==> src/rtl/pcm_sample_buffer.sv <==
// Channel-selecting 24-bit PCM FIFO with a prime/stream release gate and a registered read port.
// Optional PCM_BUF_OVF_COUNT_EN adds a saturating dropped-sample counter on overflow_count_o.
module pcm_sample_buffer #(
    parameter logic        SELECT_LEFT = 1'b1,
    parameter int unsigned DEPTH       = 64,
    parameter int unsigned READY_LEVEL = 16
) (
    input  logic                       clk_i,
    input  logic                       rst_i,
    input  logic                       sample_valid_i,
    input  logic [23:0]                left_sample_i,
    input  logic [23:0]                right_sample_i,
    output logic [23:0]                read_data_o,
    output logic                       read_valid_o,
    input  logic                       read_ready_i,
    output logic                       buffer_ready_o,
    output logic [$clog2(DEPTH):0]     fill_level_o,
    output logic                       overflow_o
`ifdef PCM_BUF_OVF_COUNT_EN
    ,
    output logic [15:0]                overflow_count_o
`endif
);

    localparam int unsigned AW = $clog2(DEPTH);
    localparam int unsigned CW = AW + 1;

    typedef enum logic {
        PRIME,
        STREAM
    } state_t;

    state_t        state_q, state_d;
    logic [23:0]   mem [DEPTH];
    logic [AW-1:0] wr_ptr_q, rd_ptr_q;
    logic [CW-1:0] count_q;
    logic [23:0]   wr_data;
    logic          full, empty, accept, load, wr_en, drop;

    assign wr_data = SELECT_LEFT ? left_sample_i : right_sample_i;
    assign full    = (count_q == CW'(DEPTH));
    assign empty   = (count_q == '0);
    assign accept  = read_valid_o && read_ready_i;
    // Full uses the registered count, so a same-cycle load never rescues a write.
    assign wr_en   = sample_valid_i && !full;
    assign drop    = sample_valid_i && full;
    assign load    = (state_q == STREAM) && !empty && (!read_valid_o || accept);

    always_comb begin
        state_d = state_q;
        case (state_q)
            PRIME:   if (count_q >= CW'(READY_LEVEL)) state_d = STREAM;
            STREAM:  if (empty && (!read_valid_o || accept)) state_d = PRIME;
            default: state_d = PRIME;
        endcase
    end

    always_ff @(posedge clk_i) begin
        if (rst_i) begin
            state_q      <= PRIME;
            wr_ptr_q     <= '0;
            rd_ptr_q     <= '0;
            count_q      <= '0;
            read_valid_o <= 1'b0;
            read_data_o  <= '0;
            overflow_o   <= 1'b0;
        end else begin
            state_q <= state_d;
            if (wr_en) wr_ptr_q <= wr_ptr_q + 1'b1;
            if (load)  rd_ptr_q <= rd_ptr_q + 1'b1;
            case ({wr_en, load})
                2'b10:   count_q <= count_q + 1'b1;
                2'b01:   count_q <= count_q - 1'b1;
                default: count_q <= count_q;
            endcase
            if (load) begin
                read_valid_o <= 1'b1;
                read_data_o  <= mem[rd_ptr_q];
            end else if (accept) begin
                read_valid_o <= 1'b0;
            end
            if (drop) overflow_o <= 1'b1;
        end
    end

    always_ff @(posedge clk_i) begin
        if (!rst_i && wr_en) mem[wr_ptr_q] <= wr_data;
    end

`ifdef PCM_BUF_OVF_COUNT_EN
    logic [15:0] ovf_cnt_q;

    always_ff @(posedge clk_i) begin
        if (rst_i) begin
            ovf_cnt_q <= '0;
        end else if (drop && ovf_cnt_q != 16'hFFFF) begin
            ovf_cnt_q <= ovf_cnt_q + 1'b1;
        end
    end

    assign overflow_count_o = ovf_cnt_q;
`endif

    assign fill_level_o   = count_q;
    assign buffer_ready_o = (state_q == STREAM);

endmodule

==> config.mk <==
export PLATFORM = sky130hd
export DESIGN_NAME = pcm_sample_buffer
export DESIGN_NICKNAME = d
export VERILOG_FILES = /design/src/rtl/pcm_sample_buffer.sv
export SDC_FILE = /design/constraint.sdc
export NUM_CORES = 1
export LEC_CHECK = 0
export ABC_CLOCK_PERIOD_IN_PS = 3500
export CAP_MARGIN = 20
export CORE_UTILIZATION = 49
export CTS_BUF_LIST = sky130_fd_sc_hd__clkbuf_8
export DETAILED_ROUTE_END_ITERATION = 7
export PLACE_DENSITY_LB_ADDON = 0.1
export REMOVE_ABC_BUFFERS = 1
export SYNTH_ARGS = -nofsm -noshare
export SYNTH_HDL_FRONTEND = slang
export SYNTH_SLANG_ARGS = --single-unit
export TNS_END_PERCENT = 10
==> constraint.sdc <==
create_clock -name clk_i -period 3.5 [get_ports clk_i]
set_clock_uncertainty 0.15 [all_clocks]
set_input_delay 0.7 -clock clk_i [delete_from_list [all_inputs] [get_ports clk_i]]
set_output_delay 0.7 -clock clk_i [all_outputs]
set_load 0.02 [all_outputs]
# After elaboration in Yosys (flattened, before gate mapping)
# Memories as Yosys holds them, arrays and structs flattened. A register that Yosys moved wholly into a read port is not among the register bits.
# Cells that the tools add are included.
word_totals:
  ff_bits: 22
  out_inout_bits: 34
  wordCells: 39
  mem_count: 1
  mem_bits_rw: 1536
  in_bits: 52
memory_table:
  columns: ["memory", "depth", "word_bits", "read_ports", "rd_clocked_by_memory_dff", "write_ports", "line", "rtl"]
  rows:
  - ["mem", 64, 24, 1, 1, 1, "34", "logic [23:0] mem [DEPTH];"]
op_classes:
  n_reduce_logical: 15
  bitwise_logic: 1
  n_eq_ne: 3
  muxes: 8
  n_addsub: 4
  magnitude_cmp: 1
op_table:
  columns: ["cell", "n"]
  rows:
  - ["one-hot mux 7 bit (2 select lines)", 1]
  - ["adder 6 x 1 -> 6 bit (second input constant)", 2]
  - ["adder 7 x 1 -> 7 bit (second input constant)", 1]
  - ["equality test 7 bit (second input constant)", 1]
  - ["greater-or-equal comparator 7 x 5 -> 1 bit (second input constant)", 1]
  - ["logical AND 1 bit", 7]
  - ["zero test 7 bit", 1]
  - ["subtractor 7 x 1 -> 7 bit (second input constant)", 1]
  - ["two-way mux 1 bit", 6]
  - ["zero test 1 bit", 4]
  - ["nonzero test 2 bit", 2]
  - ["equality test 2 x 1 -> 1 bit (second input constant)", 1]
  - ["equality test 2 bit (second input constant)", 1]
  - ["one-hot mux 1 bit (2 select lines)", 1]
  - ["logical OR 1 bit", 1]
  - ["NOT 1 bit", 1]

# Depth between registers and ports, before layout
# Gate-level depths: netlist of run 1.
depth:
  ltp_word: 6
  mapped_depth: 12
  mapped_depth_nobuf: 12

# Worst setup path before layout of run 1
# Ideal clock, no wire load.
synth_timing:
  path_kind: "input to register"
  startpoint: "input port sample_valid_i"
  endpoint: "memory mem[63][0] (enable)"
  path_stages: 5
  arrival_time_ns: 3.118
  setup_ns: 0.435
  path_slack_ns: -0.204
  path_buffers: 0
  required_time_ns: 2.915
  path_cell_list: "inv_1 > a31oi_1 > and3_1 > nand2_1 > nor3_1"
synth_via:
  elab_chain_len: 4
synth_rtl:
  columns: ["item", "line", "rtl"]
  rows:
  - ["start, declared", "10", "input logic sample_valid_i,"]
  - ["logical AND 1 bit", "45", "assign wr_en = sample_valid_i && !full;"]
  - ["logical AND 1 bit", "87", "if (!rst_i && wr_en) mem[wr_ptr_q] <= wr_data;"]
  - ["two-way mux 1 bit", "87", null]
  - ["two-way mux 1 bit (not written as such)", "87", null]
  - ["end, declared", "34", null]
# No other way between the ends.

# Final worst setup path of run 1
layout_timing:
  startpoint: "register count_q[2], in the netlist fill_level_o[2]"
  endpoint: "register count_q[6], in the netlist fill_level_o[6]"
layout_via:
  elab_chain_len: 6
  word_cells_on_any_way: 13
  classes_between: "add/sub (2); eq/ne (3); mux (1); reduce/logical (7)"
layout_rtl:
  columns: ["item", "line", "rtl"]
  rows:
  - ["start, declared", "36", "logic [CW-1:0] count_q;"]
  - ["start signal, assigned", "72", "2'b10: count_q <= count_q + 1'b1;"]
  - ["start signal, assigned", "73", "2'b01: count_q <= count_q - 1'b1;"]
  - ["start signal, assigned", "74", "default: count_q <= count_q;"]
  - ["zero test 7 bit *", "42", "assign empty = (count_q == '0);"]
  - ["zero test 1 bit *", "47", "assign load = (state_q == STREAM) && !empty && (!read_valid_o || accept);"]
  - ["logical AND 1 bit * (2 in a row)", "47", null]
  - ["net load", "38", "logic full, empty, accept, load, wr_en, drop;"]
  - ["equality test 2 x 1 -> 1 bit or equality test 2 bit (tied branches)", "71", "case ({wr_en, load})"]
  - ["one-hot mux 7 bit (2 select lines) or nonzero test 2 bit (tied branches)", null, null]
# The timed path passes the listed nets; every way through them passes the cells marked *.
# A chain may end at the register's enable or synchronous reset.

==> results.toml, run 1 <==
[outcome]
outcome = "finished, final reports clean"

[cts]
cts_tree = "done"
clkSlewWorstSetupHoldPaths_ps = 60
numCtsBuffers = 275
cts.sinks = 1582
root_buffer = "clkbuf_8"
postCtsSetupBuffers = 0
clock_path_buffers = 4
clock_latency_ps = 1010
h-tree-depth = 5

[routing]
drc = 0
post_drt_wl_per_cell_um = 29.5
wirelength_mm = 153
firstDrtPassIters = 5
ant_nets = 0
drt_iter0_drc = 2950
viasPerCell = 5.98
vias = 31000

[sta]
timing.hold.ws_ps = 46.6
slew-limit-headroom = 0.233
drv_slew = 0
max_freq_mhz = 294
setup_violations = 0
tightest_slew_ps = 1150
finalHoldViolations = 0
min_period_over_period = 0.970
period_needed_ps = 3400

[placement]
io_buffer_count = 61
place_congestion = 0.910
placed_cells = 4727
place_hpwl_mm = 90.2
post_dp_cell_area_sq_um = 65700

[die]
die_w_um = 355
core_sq_um = 124000
die_area_sq_um = 126000
io_pins = 86
die_h_um = 355
num_rows = 129
initial_core_util = 0.493

[flow_run]
maxCapViolations = 0

[yosys]
yosysTopAreaCell = "edfxtp_1"
ys.flop_type = "edfxtp_1"
syn_inst = 2986
synthTopCellsByArea = "edfxtp_1, mux4_2, mux2i_1, dfxtp_1, mux2_2"
ys_types = 56
synth_seq_cells = 1582
async_flop_share = 0
synthTopCellsByCount = "edfxtp_1, mux4_2, mux2i_1, nor2_1, nand2_1"
ys_seq_area_frac = 0.771
yosysTopAreaCellShare = 0.756
avgSynthCellArea_sq_um = 20.4
synth_most_common_cell = "edfxtp_1"
ys_warn_count = 0
synth_edf_count = 1536
syn_area_sq_um = 61000

[setup_path]
startpoint_type = "flip-flop"
crit_path_end_kind = "flip-flop"
critPathMaxStageDelay_ps = 520
slowest_stage = "or4_4"
required_ps = 4260
critPathTopFamily = "simple AND/OR/NAND/NOR gates"
crit_fanout = 5
worstSetupPathType = "reg2reg"
worst-path-buf-inv = 0
arrival_ps = 4160
path_cells = "or4_4, o41ai_4, nor2_4, ha_1, ha_1, nor2b_1, o21ai_2, a21oi_2, or4_4, a31o_2, a21oi_2"

[grt]
gr-total-overflow = 0
grt_pass1_wl_mm = 220
grt_max_degree = 65
grtUsageTotal = 0.246
first_global_vias = 31800
antenna_found_initial = 13

[finish]
nNetsFinal = 3430
layout.cells.non_filler = 5183
final_area_sq_um = 70500
area_growth_pct = 15.5
drive_gt1_frac = 0.277

[power_and_ir_drop]
p_leak_nw = 21.5
clkPwrFrac = 0.409
pwr-share-comb = 0.016
p_per_area_nw_per_um2 = 514
power_switching_mw = 7.48
p_int_mw = 28.7
seq_power_share = 0.575
sw_frac_of_total = 0.207
ir_worst_vdd_mv = 0.415

[min_path]
hp-class = "in2reg"
==> per-stage QoR <==
step / setup slack (ps) / util / setup TNS, ps / power [mW]
after detailed placement: -170 / 0.531 / -170 / 21.8
after global placement: -114 / 0.531 / -114 / 21.8
after CTS: 111 / 0.570 / 0 / 36.6
after global routing: -19.1 / 0.570 / -19.1 / 37.4
final: 103 / 0.570 / 0 / 36.2
after floorplan: -16950 / - / -505420 / 21.3
==> flip-flops by register name, indices dropped and copies added, names as in the netlist <==
name / cells
rd_ptr_q: 6
wr_ptr_q: 6
read_valid_o: 1
fill_level_o: 7
overflow_o: 1
mem: 1536
read_data_o: 24
buffer_ready_o: 1
==> power by group through the flow <==
stage          logic, mW  clock network, mW  registers (mW)
6_report           0.582               14.8            20.8
5_1_grt            0.616               16.0            20.8
4_1_cts            0.589               15.2            20.8
3_5_place_dp       0.586                  0            21.2
3_3_place_gp       0.557                  0            21.2
2_1_floorplan     0.0770                  0            21.2
==> cells in the final DEF (no fill, tap or decap), types with 4 or more instances in the layout <==
cell type,instances
nor2_2,63
dfxtp_4,5
mux2i_1,239
o31ai_1,7
a211oi_1,41
nor2_1,24
ha_1,8
o21ai_0,72
inv_1,99
nand3_1,28
a32oi_1,23
a22oi_1,24
buf_4,125
o221ai_1,31
nand2_1,79
clkbuf_8,297
nand4_1,4
clkinv_1,46
mux4_2,265
o311ai_0,13
mux2_2,72
clkinv_2,13
o311ai_1,4
nand3b_1,5
a21oi_1,73
xor2_1,8
clkdlybuf4s50_1,37
o22ai_1,64
o21bai_1,24
dfxtp_1,41
buf_2,23
nor2b_1,5
buf_12,93
edfxtp_1,1536
==> timing repair <==
item / in CTS / in global routing
hold buffers: 2 / 0
gates resized for setup: 0 / 4
setup endpoints to repair: 0 / 1
endpoints found under the hold margin: 24 / 0
==> worst reg2reg max path, stage by stage (launching register included) <==
cell	delay, ps
dfxtp_1	360
or4_4	520
o41ai_4	380
nor2_4	60
ha_1	250
ha_1	300
nor2b_1	160
o21ai_2	180
a21oi_2	110
or4_4	490
a31o_2	260
a21oi_2	130
==> layer usage <==
layer,wire length [um],GRT usage,up-vias,share of wire
li1,-,-,13200,-
met1,62500,0.328,16400,0.41
met2,75600,0.402,1108,0.49
met3,10800,0.0582,244,0.071
met4,3870,0.0767,8,0.025
met5,40,0,-,0.00026
==> worst paths after layout <==
path                                   startpoint              end  slack (ps)  cells past startpoint
worst max register to register    fill_level_o[2]  fill_level_o[6]         100                     11
worst min-delay path            left_sample_i[21]      mem[35][21]          50                      2
worst min register to register         overflow_o       overflow_o         340                      2
worst max-delay path              fill_level_o[2]  fill_level_o[6]         100                     11
==> area by class of cell <==
| class | count | area, sq um |
|---|---|---|
| diodes | 2 | 5.00 |
| clock buffers | 297 | 4090 |
| clock inverters | 155 | 641 |
| fillers | 9340 | 53200 |
| inverters | 8 | 30.0 |
| multi-input cells | 1222 | 13300 |
| flip-flops and latches | 1582 | 47100 |
| well taps | 1637 | 2050 |
| repair buffers | 280 | 3310 |
==> logic make-up after synthesis <==
group	Yosys count	share of synthesized area
xor+xnor	11	0.00158
flops	1582	0.771
fa+ha+maj	9	0.00197
buf+inv	182	0.0151
compound gates	390	0.0424
simple gates	236	0.0176
mux	576	0.150
Note: power is estimated with default switching activity, not from simulation.
==> inputs of run 2 (changes only) <==
Settings changed: CAP_MARGIN 20 to 0.
==> results of run 2 <==
Final layout, timing and power as in run 1 (identical DEF).
==> inputs of run 3 (changes only) <==
Settings changed: GPL_TIMING_DRIVEN from default to 0.
==> run 3 against run 2 <==
Against the previous run: cell area is 1.7% higher; the run now ends with setup timing left; cell count is 0.31% lower; largest power group unchanged; combinational power is 3.8% lower; hold slack better by 48 ps; worst setup slack worse by 260 ps; register-to-register slack worse by 260 ps.
==> results.toml, run 3 (same netlist as run 1, synthesis figures left out) <==
[die]
die_h_um = 355
initial_core_util = 0.493
die_area_sq_um = 126000
num_rows = 129
io_pins = 86
core_sq_um = 124000
die_w_um = 355

[placement]
pre_cts_slack_ps = -1590
place_congestion = 0.825
place_hpwl_mm = 92.6
placed_cells = 4629
io_buffer_count = 61

[finish]
drive_gt1_frac = 0.274
layout.cells.non_filler = 5167
area_growth_pct = 17.4
largest_register_ffs = 1536
final_common_cell = "edfxtp_1"
top_register = "mem"
nNetsFinal = 3392
final_cell_mix = "edfxtp_1, clkbuf_8, mux4_2"
fill_cells = 9158
final_core_util = 0.579

[setup_path]
worstSetupPathType = "reg2reg"
startpoint_type = "flip-flop"
required_ps = 4210
crit_fanout = 8
cp-startpoint = "fill_level_o[0]"
arrival_ps = 4360
reg2reg_from = "fill_level_o[0]"
crit_path_end_kind = "flip-flop"

[power_and_ir_drop]
power.total_mw = 36.3
ir_worst_vdd_mv = 0.395
p_per_area_nw_per_um2 = 506
p_leak_nw = 21.7

[routing]
drc = 0
wirelength_mm = 155
post_drt_wl_per_cell_um = 30.1
ant_nets = 0
viasPerCell = 5.99
vias = 31000
firstDrtPassIters = 6
drt_iter0_drc = 2912

[flow_run]
maxCapViolations = 0

[grt]
grtUsageTotal = 0.248
first_global_vias = 31900
gr-total-overflow = 0
grt_pass1_wl_mm = 221
antenna_found_initial = 13
grt_max_degree = 59

[sta]
fin_ws_ps = -155
period_needed_ps = 3650
min_period_over_period = 1.04
tightest_slew_ps = 1210
rsz0062_at_grt = "true"
slew-limit-headroom = 0.196
setup_violations = 41
finalHoldViolations = 0
drv_slew = 0
max_freq_mhz = 274

[cts]
clock_latency_ps = 960
cts_tree = "done"
cts.sinks = 1582
root_buffer = "clkbuf_8"
h-tree-depth = 5
clkSlewWorstSetupHoldPaths_ps = 60
numCtsBuffers = 278
clock_path_buffers = 4

[min_path]
holdCritStartpoint = "left_sample_i[21]"
hp-class = "in2reg"

[outcome]
violations = "setup timing"
outcome = "finished, violations left"
run 3: cell types whose count changed in the layout (fill, tap and decap cells not counted), sizes merged:
cell | before | now
clkinv | 59 | 83
clkinvlp | 3 | 4
inv | 100 | 93
clkdlybuf4s50 | 37 | 36
diode | 2 | 12
nand3 | 29 | 30
nor2 | 90 | 96
bufinv | 1 | 2
clkbuf | 297 | 295
buf | 241 | 192
run 3: layer usage:
metal / wire, um / global-route usage
met5: 66 / 0
met4: 4540 / 0.0864
met3: 11700 / 0.0563
met2: 76600 / 0.405
met1: 62500 / 0.330
run 3: cell type report:
| type | instances | area, sq um | area share |
|---|---|---|---|
| antenna | 12 | 30.0 | 0.000419 |
| inverter | 8 | 30.0 | 0.000419 |
| clock buffer | 293 | 4030 | 0.0563 |
| timing repair buffer | 232 | 3840 | 0.0537 |
| sequential | 1582 | 47100 | 0.657 |
| multi-input combinational | 1229 | 13800 | 0.193 |
| tap | 1637 | 2050 | 0.0286 |
| clock inverter | 174 | 739 | 0.0103 |
run 3: worst paths after layout:
path	end	slack (ps)	depth (start not counted)
max reg2reg	fill_level_o[6]	-150	11
min reg2reg	read_data_o[7]	320	2
min	mem[39][21]	90	1
max	fill_level_o[6]	-150	11
run 3: power by group:
group | internal (mW) | leakage (nW) | switching [mW] | total, mW
logic | 0.126 | 4.71 | 0.434 | 0.560
clock network | 7.81 | 2.75 | 7.07 | 14.9
registers | 20.8 | 14.2 | 0.0167 | 20.8
total | 28.7 | 21.7 | 7.52 | 36.3
run 3: through the flow:
stage | hold slack (ps) | area (sq um) | TNS, ps
floorplan | 345 | 60100 | -505420
global placement | 306 | 62800 | -4666920
detailed placement | 302 | 65900 | -1753730
CTS | 9.61 | 71300 | -24660
global route | 37.6 | 71600 | -13300
finish | 94.4 | 71600 | -592
run 3: timing repair:
action / 4_1_cts / 5_1_grt
gates cloned: 7 / 2
hold buffers: 2 / 0
pin swaps: 19 / 5
endpoints found under the hold margin: 26 / 0
buffers inserted: 34 / 14
resized for setup: 38 / 15
endpoints found under the setup margin: 1340 / 429
run 3: worst max-delay path: stages, from the launching register on:
cell	delay (ps)
dfxtp_1	370
or4_4	580
o41ai_4	340
nor2_4	140
ha_2	300
ha_1	330
nor2b_1	160
o21ai_1	160
a21oi_1	130
or4_1	530
a31o_2	260
a21oi_1	140
